<file path="config.mk">
export PLATFORM = sky130hd
export DESIGN_NAME = paddle_input_ctrl
export DESIGN_NICKNAME = d
export VERILOG_FILES = /design/src/rtl/paddle_pkg.sv /design/src/rtl/paddle_step_unit.sv /design/src/rtl/paddle_input_ctrl.sv
export SDC_FILE = /design/constraint.sdc
export NUM_CORES = 1
export LEC_CHECK = 0
export BUFFER_PORTS_ARGS = -buffer_cell sky130_fd_sc_hd__clkbuf_2
export CORE_ASPECT_RATIO = 0.9
export CORE_MARGIN = 10
export CORE_UTILIZATION = 30
export DETAILED_ROUTE_END_ITERATION = 8
export SLEW_MARGIN = 20
export SYNTH_ARGS = -nofsm -noshare
export SYNTH_HDL_FRONTEND = slang
export SYNTH_HIERARCHICAL = 1
export SYNTH_SLANG_ARGS = --single-unit
</file>
<file path="constraint.sdc">
create_clock -name clk -period 3.7 [get_ports clk]
set_input_delay 0.37 -clock clk [delete_from_list [all_inputs] [get_ports clk]]
set_output_delay 0.37 -clock clk [all_outputs]
set_load 0.005 [all_outputs]
</file>
<file path="src/rtl/paddle_pkg.sv">
// Shared types, widths and tuning constants for the paddle input controller.
package paddle_pkg;
    localparam int VPOS_W  = 8;
    localparam int ARITH_W = 10;
    localparam int HOLD_W  = 5;

    localparam logic [VPOS_W-1:0] POS_MIN   = 8'd0;
    localparam logic [VPOS_W-1:0] POS_MAX   = 8'd255;
    localparam logic [VPOS_W-1:0] POS_RESET = 8'd128;
    localparam logic [VPOS_W-1:0] DEADBAND  = 8'd2;
    localparam logic [3:0]        STEP      = 4'd2;
    localparam logic [3:0]        ACCEL_MAX = 4'd6;

    typedef enum logic [1:0] {
        IDLE,
        SAMPLE_L,
        SAMPLE_R,
        COMMIT
    } state_t;

    function automatic logic [VPOS_W-1:0] clamp_vpos(input logic signed [ARITH_W-1:0] v);
        logic [VPOS_W-1:0] r;
        if (v < $signed({{(ARITH_W-VPOS_W){1'b0}}, POS_MIN}))
            r = POS_MIN;
        else if (v > $signed({{(ARITH_W-VPOS_W){1'b0}}, POS_MAX}))
            r = POS_MAX;
        else
            r = v[VPOS_W-1:0];
        return r;
    endfunction
endpackage

</file>
<file path="src/rtl/paddle_step_unit.sv">
// Combinational source arbitration, step and clamp for one player; zero latency, no flow control.
// Acceleration (hold counter) is present only when PADDLE_ACCEL_EN is defined.
module paddle_step_unit
    import paddle_pkg::*;
(
    input  logic [VPOS_W-1:0] ana,
    input  logic [VPOS_W-1:0] ana_prev,
    input  logic [VPOS_W-1:0] vpos,
    input  logic              src,
    input  logic              up,
    input  logic              dn,
`ifdef PADDLE_ACCEL_EN
    input  logic [HOLD_W-1:0] hold,
    input  logic              hold_dir,
    output logic [HOLD_W-1:0] next_hold,
    output logic              next_dir,
`endif
    output logic [VPOS_W-1:0] next_vpos,
    output logic              next_src
);
    logic                      btn;
    logic [VPOS_W-1:0]         adelta;
    logic [3:0]                step;
    logic signed [ARITH_W-1:0] base;
    logic signed [ARITH_W-1:0] moved;

    always_comb begin
        btn    = up | dn;
        adelta = (ana >= ana_prev) ? (ana - ana_prev) : (ana_prev - ana);
        if (btn)
            next_src = 1'b1;
        else if (adelta > DEADBAND)
            next_src = 1'b0;
        else
            next_src = src;
    end

`ifdef PADDLE_ACCEL_EN
    logic [HOLD_W-1:0] eff_hold;
    logic [HOLD_W-1:0] hold_cap;
    logic [3:0]        accel;

    // A held count only carries over while the same single direction stays pressed.
    always_comb begin
        hold_cap  = HOLD_W'(4 * ACCEL_MAX);
        eff_hold  = ((up ^ dn) && (hold_dir == dn)) ? hold : '0;
        accel     = (4'(eff_hold >> 2) > ACCEL_MAX) ? ACCEL_MAX : 4'(eff_hold >> 2);
        step      = STEP + accel;
        next_dir  = dn;
        if (!(up ^ dn))
            next_hold = '0;
        else if (eff_hold >= hold_cap)
            next_hold = hold_cap;
        else
            next_hold = eff_hold + 1'b1;
    end
`else
    always_comb step = STEP;
`endif

    always_comb begin
        base  = $signed({{(ARITH_W-VPOS_W){1'b0}}, vpos});
        moved = base;
        if (up && !dn)
            moved = base - $signed({{(ARITH_W-4){1'b0}}, step});
        else if (dn && !up)
            moved = base + $signed({{(ARITH_W-4){1'b0}}, step});
        next_vpos = next_src ? clamp_vpos(moved)
                             : clamp_vpos($signed({{(ARITH_W-VPOS_W){1'b0}}, ana}));
    end
endmodule

</file>
<file path="src/rtl/paddle_input_ctrl.sv">
// Per-frame paddle position controller; commits both players 3 cycles after the synced _v256 fall, no backpressure.
// Optional PADDLE_ACCEL_EN adds held-button acceleration.
module paddle_input_ctrl
    import paddle_pkg::*;
(
    input  logic              clk,
    input  logic              _reset,
    input  logic              _v256,
    input  logic [VPOS_W-1:0] ana_l,
    input  logic [VPOS_W-1:0] ana_r,
    input  logic              up_l,
    input  logic              dn_l,
    input  logic              up_r,
    input  logic              dn_r,
    output logic [VPOS_W-1:0] paddle_vpos_l,
    output logic [VPOS_W-1:0] paddle_vpos_r,
    output logic              src_l,
    output logic              src_r,
    output logic              frame_tick
);
    logic              v256_s1, v256_s2, v256_prev;
    logic              frame_start;
    state_t            state, state_nxt;

    logic [VPOS_W-1:0] sh_vpos_l, sh_vpos_r;
    logic              sh_src_l, sh_src_r;
    logic [VPOS_W-1:0] ana_prev_l, ana_prev_r;

    logic              sel_r;
    logic [VPOS_W-1:0] cur_ana, cur_prev, cur_vpos;
    logic              cur_src, cur_up, cur_dn;
    logic [VPOS_W-1:0] nxt_vpos;
    logic              nxt_src;

`ifdef PADDLE_ACCEL_EN
    logic [HOLD_W-1:0] hold_l, hold_r, cur_hold, nxt_hold;
    logic              dir_l, dir_r, cur_dir, nxt_dir;
`endif

    assign frame_start = v256_prev & ~v256_s2;

    always_comb begin
        state_nxt = state;
        case (state)
            IDLE:     if (frame_start) state_nxt = SAMPLE_L;
            SAMPLE_L: state_nxt = SAMPLE_R;
            SAMPLE_R: state_nxt = COMMIT;
            COMMIT:   state_nxt = IDLE;
            default:  state_nxt = IDLE;
        endcase
    end

    always_ff @(posedge clk) begin
        if (!_reset)
            state <= IDLE;
        else
            state <= state_nxt;
    end

    // The single step unit sees the left player except during SAMPLE_R.
    always_comb begin
        sel_r    = (state == SAMPLE_R);
        cur_ana  = sel_r ? ana_r         : ana_l;
        cur_prev = sel_r ? ana_prev_r    : ana_prev_l;
        cur_vpos = sel_r ? paddle_vpos_r : paddle_vpos_l;
        cur_src  = sel_r ? src_r         : src_l;
        cur_up   = sel_r ? up_r          : up_l;
        cur_dn   = sel_r ? dn_r          : dn_l;
`ifdef PADDLE_ACCEL_EN
        cur_hold = sel_r ? hold_r        : hold_l;
        cur_dir  = sel_r ? dir_r         : dir_l;
`endif
    end

    paddle_step_unit u_step (
        .ana       (cur_ana),
        .ana_prev  (cur_prev),
        .vpos      (cur_vpos),
        .src       (cur_src),
        .up        (cur_up),
        .dn        (cur_dn),
`ifdef PADDLE_ACCEL_EN
        .hold      (cur_hold),
        .hold_dir  (cur_dir),
        .next_hold (nxt_hold),
        .next_dir  (nxt_dir),
`endif
        .next_vpos (nxt_vpos),
        .next_src  (nxt_src)
    );

    always_ff @(posedge clk) begin
        if (!_reset) begin
            v256_s1       <= 1'b1;
            v256_s2       <= 1'b1;
            v256_prev     <= 1'b1;
            sh_vpos_l     <= POS_RESET;
            sh_vpos_r     <= POS_RESET;
            sh_src_l      <= 1'b0;
            sh_src_r      <= 1'b0;
            ana_prev_l    <= POS_RESET;
            ana_prev_r    <= POS_RESET;
            paddle_vpos_l <= POS_RESET;
            paddle_vpos_r <= POS_RESET;
            src_l         <= 1'b0;
            src_r         <= 1'b0;
            frame_tick    <= 1'b0;
`ifdef PADDLE_ACCEL_EN
            hold_l        <= '0;
            hold_r        <= '0;
            dir_l         <= 1'b0;
            dir_r         <= 1'b0;
`endif
        end else begin
            v256_s1    <= _v256;
            v256_s2    <= v256_s1;
            v256_prev  <= v256_s2;
            frame_tick <= (state == COMMIT);
            case (state)
                SAMPLE_L: begin
                    sh_vpos_l  <= nxt_vpos;
                    sh_src_l   <= nxt_src;
                    ana_prev_l <= ana_l;
`ifdef PADDLE_ACCEL_EN
                    hold_l     <= nxt_hold;
                    dir_l      <= nxt_dir;
`endif
                end
                SAMPLE_R: begin
                    sh_vpos_r  <= nxt_vpos;
                    sh_src_r   <= nxt_src;
                    ana_prev_r <= ana_r;
`ifdef PADDLE_ACCEL_EN
                    hold_r     <= nxt_hold;
                    dir_r      <= nxt_dir;
`endif
                end
                COMMIT: begin
                    paddle_vpos_l <= sh_vpos_l;
                    paddle_vpos_r <= sh_vpos_r;
                    src_l         <= sh_src_l;
                    src_r         <= sh_src_r;
                end
                default: ;
            endcase
        end
    end
endmodule

</file>
### Word level (Yosys, flattened, before mapping)

Index checks and enable logic that the tools add are counted.

| storage, ports and cells | value |
|---|---|
| register bits after elaboration | 58 |
| input port bits | 23 |
| output and inout port bits | 19 |
| word-level logic and storage cells | 51 |

| operators by class | value |
|---|---|
| $add $sub $neg | 4 |
| magnitude comparators | 4 |
| equality and inequality tests | 4 |
| muxes and demuxes | 16 |
| bitwise logic cells | 3 |
| reduce and logical (&&, ||, !) cells | 5 |

Operators with widths:

| kind | count |
|---|---|
| $mux W8 | 7 |
| $mux W10 | 2 |
| $sub A8 B8 Y8 | 2 |
| $gt A10 B9 Y1 const B | 1 |
| $lt A10 B1 Y1 const B | 1 |
| $add A8 B2 Y9 const B | 1 |
| $sub A8 B2 Y9 const B | 1 |
| $ge A8 B8 Y1 | 1 |
| $gt A8 B2 Y1 const B | 1 |
| $pmux W2 S4 | 1 |
| $mux W1 | 5 |
| $eq A2 B2 Y1 const B | 2 |
| $eq A2 B1 Y1 const B | 1 |
| $logic_and A1 B1 Y1 | 2 |
| $logic_not A1 Y1 | 2 |
| $logic_not A2 Y1 | 1 |
| $mux W2 | 1 |
| $ne A2 B2 Y1 const B | 1 |
| $and A1 B1 Y1 | 1 |
| $not A1 Y1 | 1 |
| $or A1 B1 Y1 | 1 |

### Logic depth before layout (Yosys ltp)

Gate-level depths: netlist (run 1).

| depth | value |
|---|---|
| depth in word-level cells | 10 |
| depth in mapped cells | 18 |
| mapped depth without buffers | 16 |

### By module

Netlist (run 1), hierarchy kept.

By module, submodules not included:

| module | instances | cells each | area an instance (µm²) | sequential area each (µm²) |
|---|---|---|---|---|
| paddle_input_ctrl | 1 | 225 | 2692.6 | 1161.1 |
| paddle_step_unit | 1 | 175 | 1267.5 | 0.0 |

### Worst setup path after synthesis (run 1)

Ideal clock, no wire load.

| timing path | value |
|---|---|
| path kind | reg-to-reg |
| start point | reg state[0] |
| end point | reg sh_vpos_l[7] |
| library setup time | 0.117 ns |
| arrival | 3.949 ns |
| data required time | 3.583 ns |
| slack | -0.367 ns |
| cell stages (with the launch flop) | 19 |
| buffers on the path | 2 |
| period minus slack after synthesis | 4.067 ns |
| cells stage by stage | dfxtp_1 -> inv_1 -> ha_1 -> buf_6 -> buf_12 -> mux2_4 -> inv_1 -> ha_1 -> inv_1 -> fa_1 -> a21o_1 -> a21oi_1 -> o21ai_0 -> a2111oi_1 -> a211oi_1 -> o41ai_4 -> mux2_2 -> mux2i_1 -> nand2_1 |

| between the ends | value |
|---|---|
| elaborated cells on any way between the ends | 29 |
| those cells by class | 4 x add/sub; 4 x order compare; 2 x eq/ne; 14 x mux; 1 x bitwise; 4 x reduce/logical |

RTL lines:

| item | line | RTL |
|---|---|---|
| start: declaration | paddle_input_ctrl.sv:23 | `state_t state, state_nxt;` |
| start signal: assignment | paddle_input_ctrl.sv:57 | `state <= state_nxt;` |
| $eq A2 B2 Y1 * | paddle_input_ctrl.sv:62 | `sel_r = (state == SAMPLE_R);` |
| $mux W8 * | paddle_input_ctrl.sv:64 | `cur_prev = sel_r ? ana_prev_r : ana_prev_l;` |
| named net cur_prev[0] | paddle_input_ctrl.sv:30 | `logic [VPOS_W-1:0] cur_ana, cur_prev, cur_vpos;` |
| $sub A8 B8 Y8 / $ge A8 B8 Y1 (equally long branches) | paddle_step_unit.sv:29 | `adelta = (ana >= ana_prev) ? (ana - ana_prev) : (ana_prev - ana);` |
| $mux W8 * | paddle_step_unit.sv:29 |  |
| $gt A8 B2 Y1 * | paddle_step_unit.sv:32 | `else if (adelta > DEADBAND)` |
| $mux W1 * | paddle_step_unit.sv:32 |  |
| $mux W1 * | paddle_step_unit.sv:30 | `if (btn)` |
| named net nxt_src | paddle_input_ctrl.sv:33 | `logic nxt_src;` |
| $mux W8 * | paddle_step_unit.sv:68 | `next_vpos = next_src ? clamp_vpos(moved)` |
| named net nxt_vpos[7] | paddle_input_ctrl.sv:32 | `logic [VPOS_W-1:0] nxt_vpos;` |
| end signal: assignment | paddle_input_ctrl.sv:121 | `sh_vpos_l <= nxt_vpos;` |
| end: declaration | paddle_input_ctrl.sv:25 | `logic [VPOS_W-1:0] sh_vpos_l, sh_vpos_r;` |

The timed path passes the listed nets; every way through them passes the cells marked *.
A chain may end at the register's enable or synchronous reset.

### Worst setup path after layout (run 1)

| timing path | value |
|---|---|
| start point | reg state[0] |
| end point | reg sh_vpos_l[5] |

| between the ends | value |
|---|---|
| elaborated cells on any way between the ends | 29 |
| those cells by class | 4 x add/sub; 4 x order compare; 2 x eq/ne; 14 x mux; 1 x bitwise; 4 x reduce/logical |

RTL lines:

| item | line | RTL |
|---|---|---|
| $eq A2 B2 Y1 * | paddle_input_ctrl.sv:62 |  |
| $mux W8 * | paddle_input_ctrl.sv:63 | `cur_ana = sel_r ? ana_r : ana_l;` |
| named net cur_ana[5] | paddle_input_ctrl.sv:30 |  |
| $sub A8 B8 Y8 / $ge A8 B8 Y1 (equally long branches) | paddle_step_unit.sv:29 |  |
| $mux W8 * | paddle_step_unit.sv:29 |  |
| $gt A8 B2 Y1 * | paddle_step_unit.sv:32 |  |
| $mux W1 * | paddle_step_unit.sv:32 |  |
| $mux W1 * | paddle_step_unit.sv:30 |  |
| named net nxt_src | paddle_input_ctrl.sv:33 |  |
| $mux W8 * | paddle_step_unit.sv:68 |  |
| named net nxt_vpos[5] | paddle_input_ctrl.sv:32 |  |

Marks and branches as above.

==> results of run 1 <==
through the flow:
step	TNS, ns	util	hold slack, ns	setup slack, ns
final	-2.15	0.406	0.221	-0.162
after global routing	-4.47	0.406	0.230	-0.313
after CTS	-0.367	0.396	0.212	-0.0696
after detailed placement	-0.487	0.349	0.411	-0.0648
after global placement	0	0.349	0.412	0.0119
after floorplan	-2.68	-	0.386	-0.182
worst max-delay path: cells and delay by family (launching register included):
| kind | cells | cell delay [ns] |
|---|---|---|
| AO/OA/AOI/OAI | 6 | 1.46 |
| adder cells (fa/ha/maj) | 2 | 0.41 |
| buffers and inverters | 5 | 0.72 |
| flip-flops | 1 | 0.32 |
| multiplexers | 3 | 0.75 |
| AND/OR/NAND/NOR | 1 | 0.06 |
power groups by stage:
| stage | Clock [mW] | Combinational (mW) | Sequential (mW) |
|---|---|---|---|
| 2_1_floorplan | 0 | 0.985 | 0.743 |
| 6_report | 0.809 | 1.62 | 0.737 |
| 3_5_place_dp | 0 | 1.27 | 0.749 |
| 3_3_place_gp | 0 | 1.25 | 0.746 |
| 4_1_cts | 0.833 | 1.49 | 0.736 |
| 5_1_grt | 0.866 | 1.74 | 0.746 |
registers in the layout, summed over array words and instances, names as in the netlist, 2 cells and up:
name,cells
paddle_vpos_l,8
ana_prev_r,8
sh_vpos_l,8
paddle_vpos_r,8
sh_vpos_r,8
state,2
ana_prev_l,8
worst max-delay path by stage:
stage / startpoint / end / slack, ns / depth (start not counted)
2_1_floorplan: state[0]$_SDFFE_PN0P_ / sh_vpos_l[7]$_SDFFE_PN1N_ / -0.18 / 18
3_3_place_gp: state[0]$_SDFFE_PN0P_ / sh_vpos_r[7]$_SDFFE_PN1N_ / 0.01 / 16
3_5_place_dp: state[0]$_SDFFE_PN0P_ / sh_vpos_r[7]$_SDFFE_PN1N_ / -0.06 / 16
4_1_cts: state[0]$_SDFFE_PN0P_ / sh_vpos_r[5]$_SDFFE_PN0N_ / -0.07 / 17
5_1_grt: state[0]$_SDFFE_PN0P_ / sh_vpos_l[3]$_SDFFE_PN0N_ / -0.31 / 18
6_report: state[0]$_SDFFE_PN0P_ / sh_vpos_l[5]$_SDFFE_PN0N_ / -0.16 / 17
per-layer routing:
layer | routed length [um] | vias up | part of all wire
li1 | - | 1557 | -
met1 | 4840 | 1491 | 0.47
met2 | 4810 | 68 | 0.47
met3 | 517 | 10 | 0.050
met4 | 112 | 0 | 0.011
met5 | 0 | - | 0
what timing repair did:
item,4_1_cts,5_1_grt
setup endpoints to repair,16,18
setup buffers,8,7
resized for setup,42,15
pin swaps,6,17
cloned,2,0
logic make-up (layout without fill, tap and decap cells):
group	after synthesis	in the layout	synth area share
buffers and inverters	46	128	0.0752
XOR/XNOR	4	4	0.00885
adder cells (fa/ha/maj)	26	26	0.0859
AO/OA/AOI/OAI	59	59	0.106
flip-flops	58	58	0.293
AND/OR/NAND/NOR	115	115	0.170
multiplexers	92	92	0.262
cells in the final DEF (no fill, tap or decap), types with 4 or more instances in the layout:
master	Yosys	layout
inv_1	25	17
ha_4	0	10
buf_4	1	35
clkbuf_2	0	41
nor2b_1	48	48
inv_2	0	6
a21oi_2	0	7
clkbuf_16	0	10
a21o_1	4	4
mux2i_1	57	57
nor3_1	5	5
nand2_1	17	16
a21oi_1	15	8
ha_1	24	13
o21ai_0	12	11
nand2b_1	8	8
dfxtp_1	58	56
mux2_2	16	6
mux2_4	19	29
nor2_1	8	8
nand4_1	7	7
buf_6	6	7
and2_1	4	4
layout make-up:
type / count / area share
multi-input cells: 296 / 0.540
flip-flops and latches: 58 / 0.224
repair buffers: 87 / 0.123
clock buffers: 11 / 0.0447
well taps: 164 / 0.0394
inverters: 25 / 0.0190
clock inverters: 5 / 0.0106
==> results.toml, run 1 <==
[grt]
busiest_layer = "met2"
grt_max_degree = 61
use_met1 = 0.145
grt_pass1_wl_um = 17100
antenna_found_initial = 0
grt_util_met3 = 0.0408
track_usage = 0.116
met2_usage = 0.186
gr-total-overflow = 0
grt_pass1_vias = 3273

[final_layout]
ff_latch_area_um2 = 1160
fin_area_um2 = 5200
finalNetCount = 526
drive_above_1_share = 0.386
area_growth_pct = 31.4
fillCellCount = 1227
multi_input_area_um2 = 2810
fin_cells = 646
insertedDiodeCount = 0

[drt]
ant_nets = 0
wirelength_um = 10300
vias = 3126
drc = 0
drt_iter0_drc = 103
wl_per_cell_um = 15.9
via_per_inst = 4.84
firstDrtPassIters = 4

[clock_network]
postCtsHoldBufs = 0
cts_tree = "built"
cts_sinks = 58
clockRootBuffer = "clkbuf_16"
cts-htree-levels = 3
cts_buffers = 9
clkTransAtPathRegs_ns = 0.05
cts.path.max_buffers = 2
clk_latency_ns = 0.33

[yosys]
synth.distinct_cells = 54
ys_async_sr_fraction = 0
synth_warnings = 6
synthCells = 400
synth_edf_count = 0
synth_top_area_cell = "dfxtp_1"
syn_area_per_cell_um2 = 9.90
syn-num-nets = 449
synth_ff_type = "dfxtp_1"
synthTopCellsByCount = "dfxtp_1, mux2i_1, nor2b_1"
post-synth-top-count-cell = "dfxtp_1"
synth_top_area_share = 0.293
ys_ff_latch = 58
synthTopCellsByArea = "dfxtp_1, mux2i_1, ha_1"
synth_area_um2 = 3960
yosysSeqAreaShare = 0.293

[place]
gp_congestion = 0.884
hpwl_um = 7190
placed_cells = 613
numPortBuffers = 41
dpl_cell_area_um2 = 4480

[sta]
hold_violations = 0
final-setup-viol-count = 16
period_minus_slack_ns = 3.86
fin_worst_skew_ns = 0.00858
slew_violations = 0
slew-limit-headroom = 0.281
finalWorstSetupSlack_ns = -0.162
fmax_mhz = 259
tightest_slew_ns = 1.08
period_share = 1.04
grt_setup_unrepaired = "yes"

[die]
rows = 39
die_y_um = 129
io_pins = 42
floorplan.core_area_um2 = 12800
start_util = 0.309
die-area_um2 = 18200
fp.dieW_um = 141

[worst_setup_path]
cp_data_arrival_time_ns = 4.08
rrSetupSlack_ns = -0.16
timing.rr.end = "sh_vpos_l[5]$_SDFFE_PN0N_"
start_kind = "flop"
r2r_start = "state[0]$_SDFFE_PN0P_"
crit_required_ns = 3.92
max_stage_delay_ns = 0.51
path_class = "flop to flop"
cp_max_fo = 8
cpMaxStageDelayCell = "o41ai_4"
end_kind = "flop"
cp_cell_sequence = "inv_2, ha_4, buf_16, mux2_4, buf_6, ha_4, a21o_1, o21a_1, buf_4, o31ai_2, a21o_1, o211ai_1, o41ai_4, clkbuf_16, mux2_4, mux2i_1, nor2b_1"
reg2regPathDepth = 17

[power_and_ir_drop]
worst_ir_drop_vdd_uv = 421
p_total_mw = 3.16
p_leak_nw = 2.03
power.switching_mw = 1.13
p_per_area_nw_per_um2 = 607
clock_power_share = 0.256
seqPwrFrac = 0.233
comb_power_share = 0.511
intPower_mw = 2.03
p_sw_frac = 0.358

[job]
timing.max_cap.violations = 0

[run_status]
run_status = "complete, but fails checks"
violations = "setup timing"

[worst_hold_path]
hp-start = "_v256"
hold_path_end = "v256_s1$_SDFF_PN1_"
hold_path_class = "input pin to flop"
holdPathStages = 2
Note: power is estimated with default switching activity, not from simulation.
==> run 2: changes to the inputs <==
--- a/config.mk
+++ b/config.mk
@@ -10,6 +10,7 @@
 export CORE_MARGIN = 10
 export CORE_UTILIZATION = 30
 export DETAILED_ROUTE_END_ITERATION = 8
+export PLACE_DENSITY_LB_ADDON = 0.25
 export SLEW_MARGIN = 20
 export SYNTH_ARGS = -nofsm -noshare
 export SYNTH_HDL_FRONTEND = slang
==> results.toml, run 2 (synthesis results as in run 1) <==
[run_status]
run_status = "complete, but fails checks"
violations = "setup timing"

[place]
hpwl_um = 7630
gp_congestion = 0.857
placed_cells = 612
numPortBuffers = 41

[power_and_ir_drop]
clock_power_share = 0.254
worst_ir_drop_vdd_uv = 266
seqPwrFrac = 0.230
p_per_area_nw_per_um2 = 611
power.switching_mw = 1.16
comb_power_share = 0.516
p_leak_nw = 2.02
intPower_mw = 2.05
p_sw_frac = 0.361

[worst_setup_path]
max_stage_delay_ns = 0.39
end_kind = "flop"
start_kind = "flop"
reg2regPathDepth = 17
cp_max_fo = 6
timing.rr.end = "sh_vpos_l[0]$_SDFFE_PN0N_"
cpMaxStageDelayCell = "or3_4"
cp_data_arrival_time_ns = 3.92
cp_cell_sequence = "inv_2, ha_4, mux2_4, inv_2, ha_4, inv_2, fa_2, nand3_4, a21oi_4, or3_4, a221oi_4, a211oi_2, o41ai_4, buf_6, mux2_4, mux2i_1, nor2b_1"
crit_required_ns = 3.91
cpMostUsedCell = "inv_2"
r2r_start = "state[0]$_SDFFE_PN0P_"
rrSetupSlack_ns = -0.006
path_class = "flop to flop"

[worst_hold_path]
hold_path_end = "v256_s1$_SDFF_PN1_"
hold_path_class = "input pin to flop"
holdPathStages = 2
hp-start = "_v256"

[grt]
grt_max_degree = 61
use_met1 = 0.148
grt_pass1_vias = 3276
busiest_layer = "met2"
met2_usage = 0.188
grt_util_met3 = 0.0335
antenna_found_initial = 0
grt_pass1_wl_um = 17100
track_usage = 0.117
gr-total-overflow = 0

[die]
die-area_um2 = 18200
die_y_um = 129
fp.dieW_um = 141
rows = 39
start_util = 0.309
floorplan.core_area_um2 = 12800
io_pins = 42

[drt]
wirelength_um = 10600
drc = 0
drt_iter0_drc = 133
vias = 3124
ant_nets = 0
via_per_inst = 4.87
firstDrtPassIters = 4
wl_per_cell_um = 16.5

[clock_network]
cts.path.max_buffers = 2
clockRootBuffer = "clkbuf_16"
clk_latency_ns = 0.33
postCtsHoldBufs = 0
cts_sinks = 58
cts_tree = "built"
clkTransAtPathRegs_ns = 0.05
cts_buffers = 9
cts-htree-levels = 3

[job]
timing.max_cap.violations = 0

[sta]
tightest_slew_ns = 1.01
final-setup-viol-count = 1
period_minus_slack_ns = 3.71
finalWorstSetupSlack_ns = -0.00553
whs_ns = 0.220
period_share = 1.00
slew_violations = 0
fmax_mhz = 270
slew-limit-headroom = 0.326
fin_worst_skew_ns = 0.00691
grt_setup_unrepaired = "yes"
hold_violations = 0

[final_layout]
drive_above_1_share = 0.389
area_growth_pct = 32.4
insertedDiodeCount = 0
finalNetCount = 523
mostFrequentLayoutCells = "mux2i_1, dfxtp_1, nor2b_1, clkbuf_2, buf_4"
fin_cells = 642
==> run 2: changes by cell type in the layout (fill, tap and decap cells not counted), moves of 2 or more <==
| cell | delta |
|---|---|
| clkinvlp_4 | -2 |
| a221oi_2 | -2 |
| buf_4 | -2 |
| ha_4 | +3 |
| o21ai_1 | +2 |
| a221oi_4 | +2 |
| a21oi_2 | -4 |
| ha_1 | -3 |
| inv_2 | +2 |
| a21oi_1 | +3 |
==> run 2: worst max-delay path by stage <==
stage	from	endpoint	slack, ns	depth (start not counted)
floorplan	state[0]$_SDFFE_PN0P_	sh_vpos_l[7]$_SDFFE_PN1N_	-0.18	18
global placement	state[0]$_SDFFE_PN0P_	sh_vpos_l[1]$_SDFFE_PN0N_	-0.03	15
detailed placement	state[0]$_SDFFE_PN0P_	sh_vpos_l[0]$_SDFFE_PN0N_	-0.09	16
CTS	state[0]$_SDFFE_PN0P_	sh_vpos_r[7]$_SDFFE_PN1N_	-0.04	18
global route	state[0]$_SDFFE_PN0P_	sh_vpos_l[7]$_SDFFE_PN1N_	-0.15	17
finish	state[0]$_SDFFE_PN0P_	sh_vpos_l[0]$_SDFFE_PN0N_	-0.006	17
==> run 2: cell type report <==
cell class	count	area, um2
Fill cell	1237	7590
Multi-Input combinational cell	296	2910
Sequential cell	58	1160
Timing Repair Buffer	84	583
Clock buffer	12	246
Tap cell	164	205
Inverter	25	96.3
Clock inverter	3	40.0
==> run 2: worst max-delay path, delay by kind of cell (launching register included) <==
family / cells / cell delay (ns)
buffers and inverters: 4 / 0.35
AOI/OAI and AO/OA: 4 / 0.82
muxes: 3 / 0.79
adders and majority gates: 3 / 0.70
DFF: 1 / 0.32
and+or+nand+nor: 3 / 0.60
==> run 2: metrics by stage <==
stage               power, mW   util  cell area, um2   TNS, ns  setup WS, ns
floorplan                1.73      -            4030     -2.68        -0.182
global placement         2.01  0.347            4460    -0.268       -0.0276
detailed placement       2.01  0.347            4460    -0.868       -0.0890
CTS                      3.04  0.392            5030   -0.0798       -0.0372
global route             3.38  0.409            5240     -1.90        -0.145
finish                   3.20  0.409            5240  -0.00553      -0.00553
==> run 2: what timing repair did <==
action / 4_1_cts / 5_1_grt
pin swaps: 13 / 22
cloned: 1 / 0
resized for setup: 33 / 37
buffers inserted: 9 / 7
setup endpoints to repair: 14 / 16
==> run 2: per-layer routing <==
metal / vias up / part of all wire
met5: - / 0
met4: 0 / 0.011
met3: 14 / 0.051
met2: 60 / 0.45
met1: 1500 / 0.49
li1: 1550 / -
==> run 2: power groups by stage <==
stage | logic, mW | clock network [mW] | registers [mW]
final | 1.65 | 0.813 | 0.737
after global routing | 1.78 | 0.863 | 0.745
after CTS | 1.46 | 0.838 | 0.736
after detailed placement | 1.26 | 0 | 0.749
after global placement | 1.26 | 0 | 0.747
after floorplan | 0.985 | 0 | 0.743
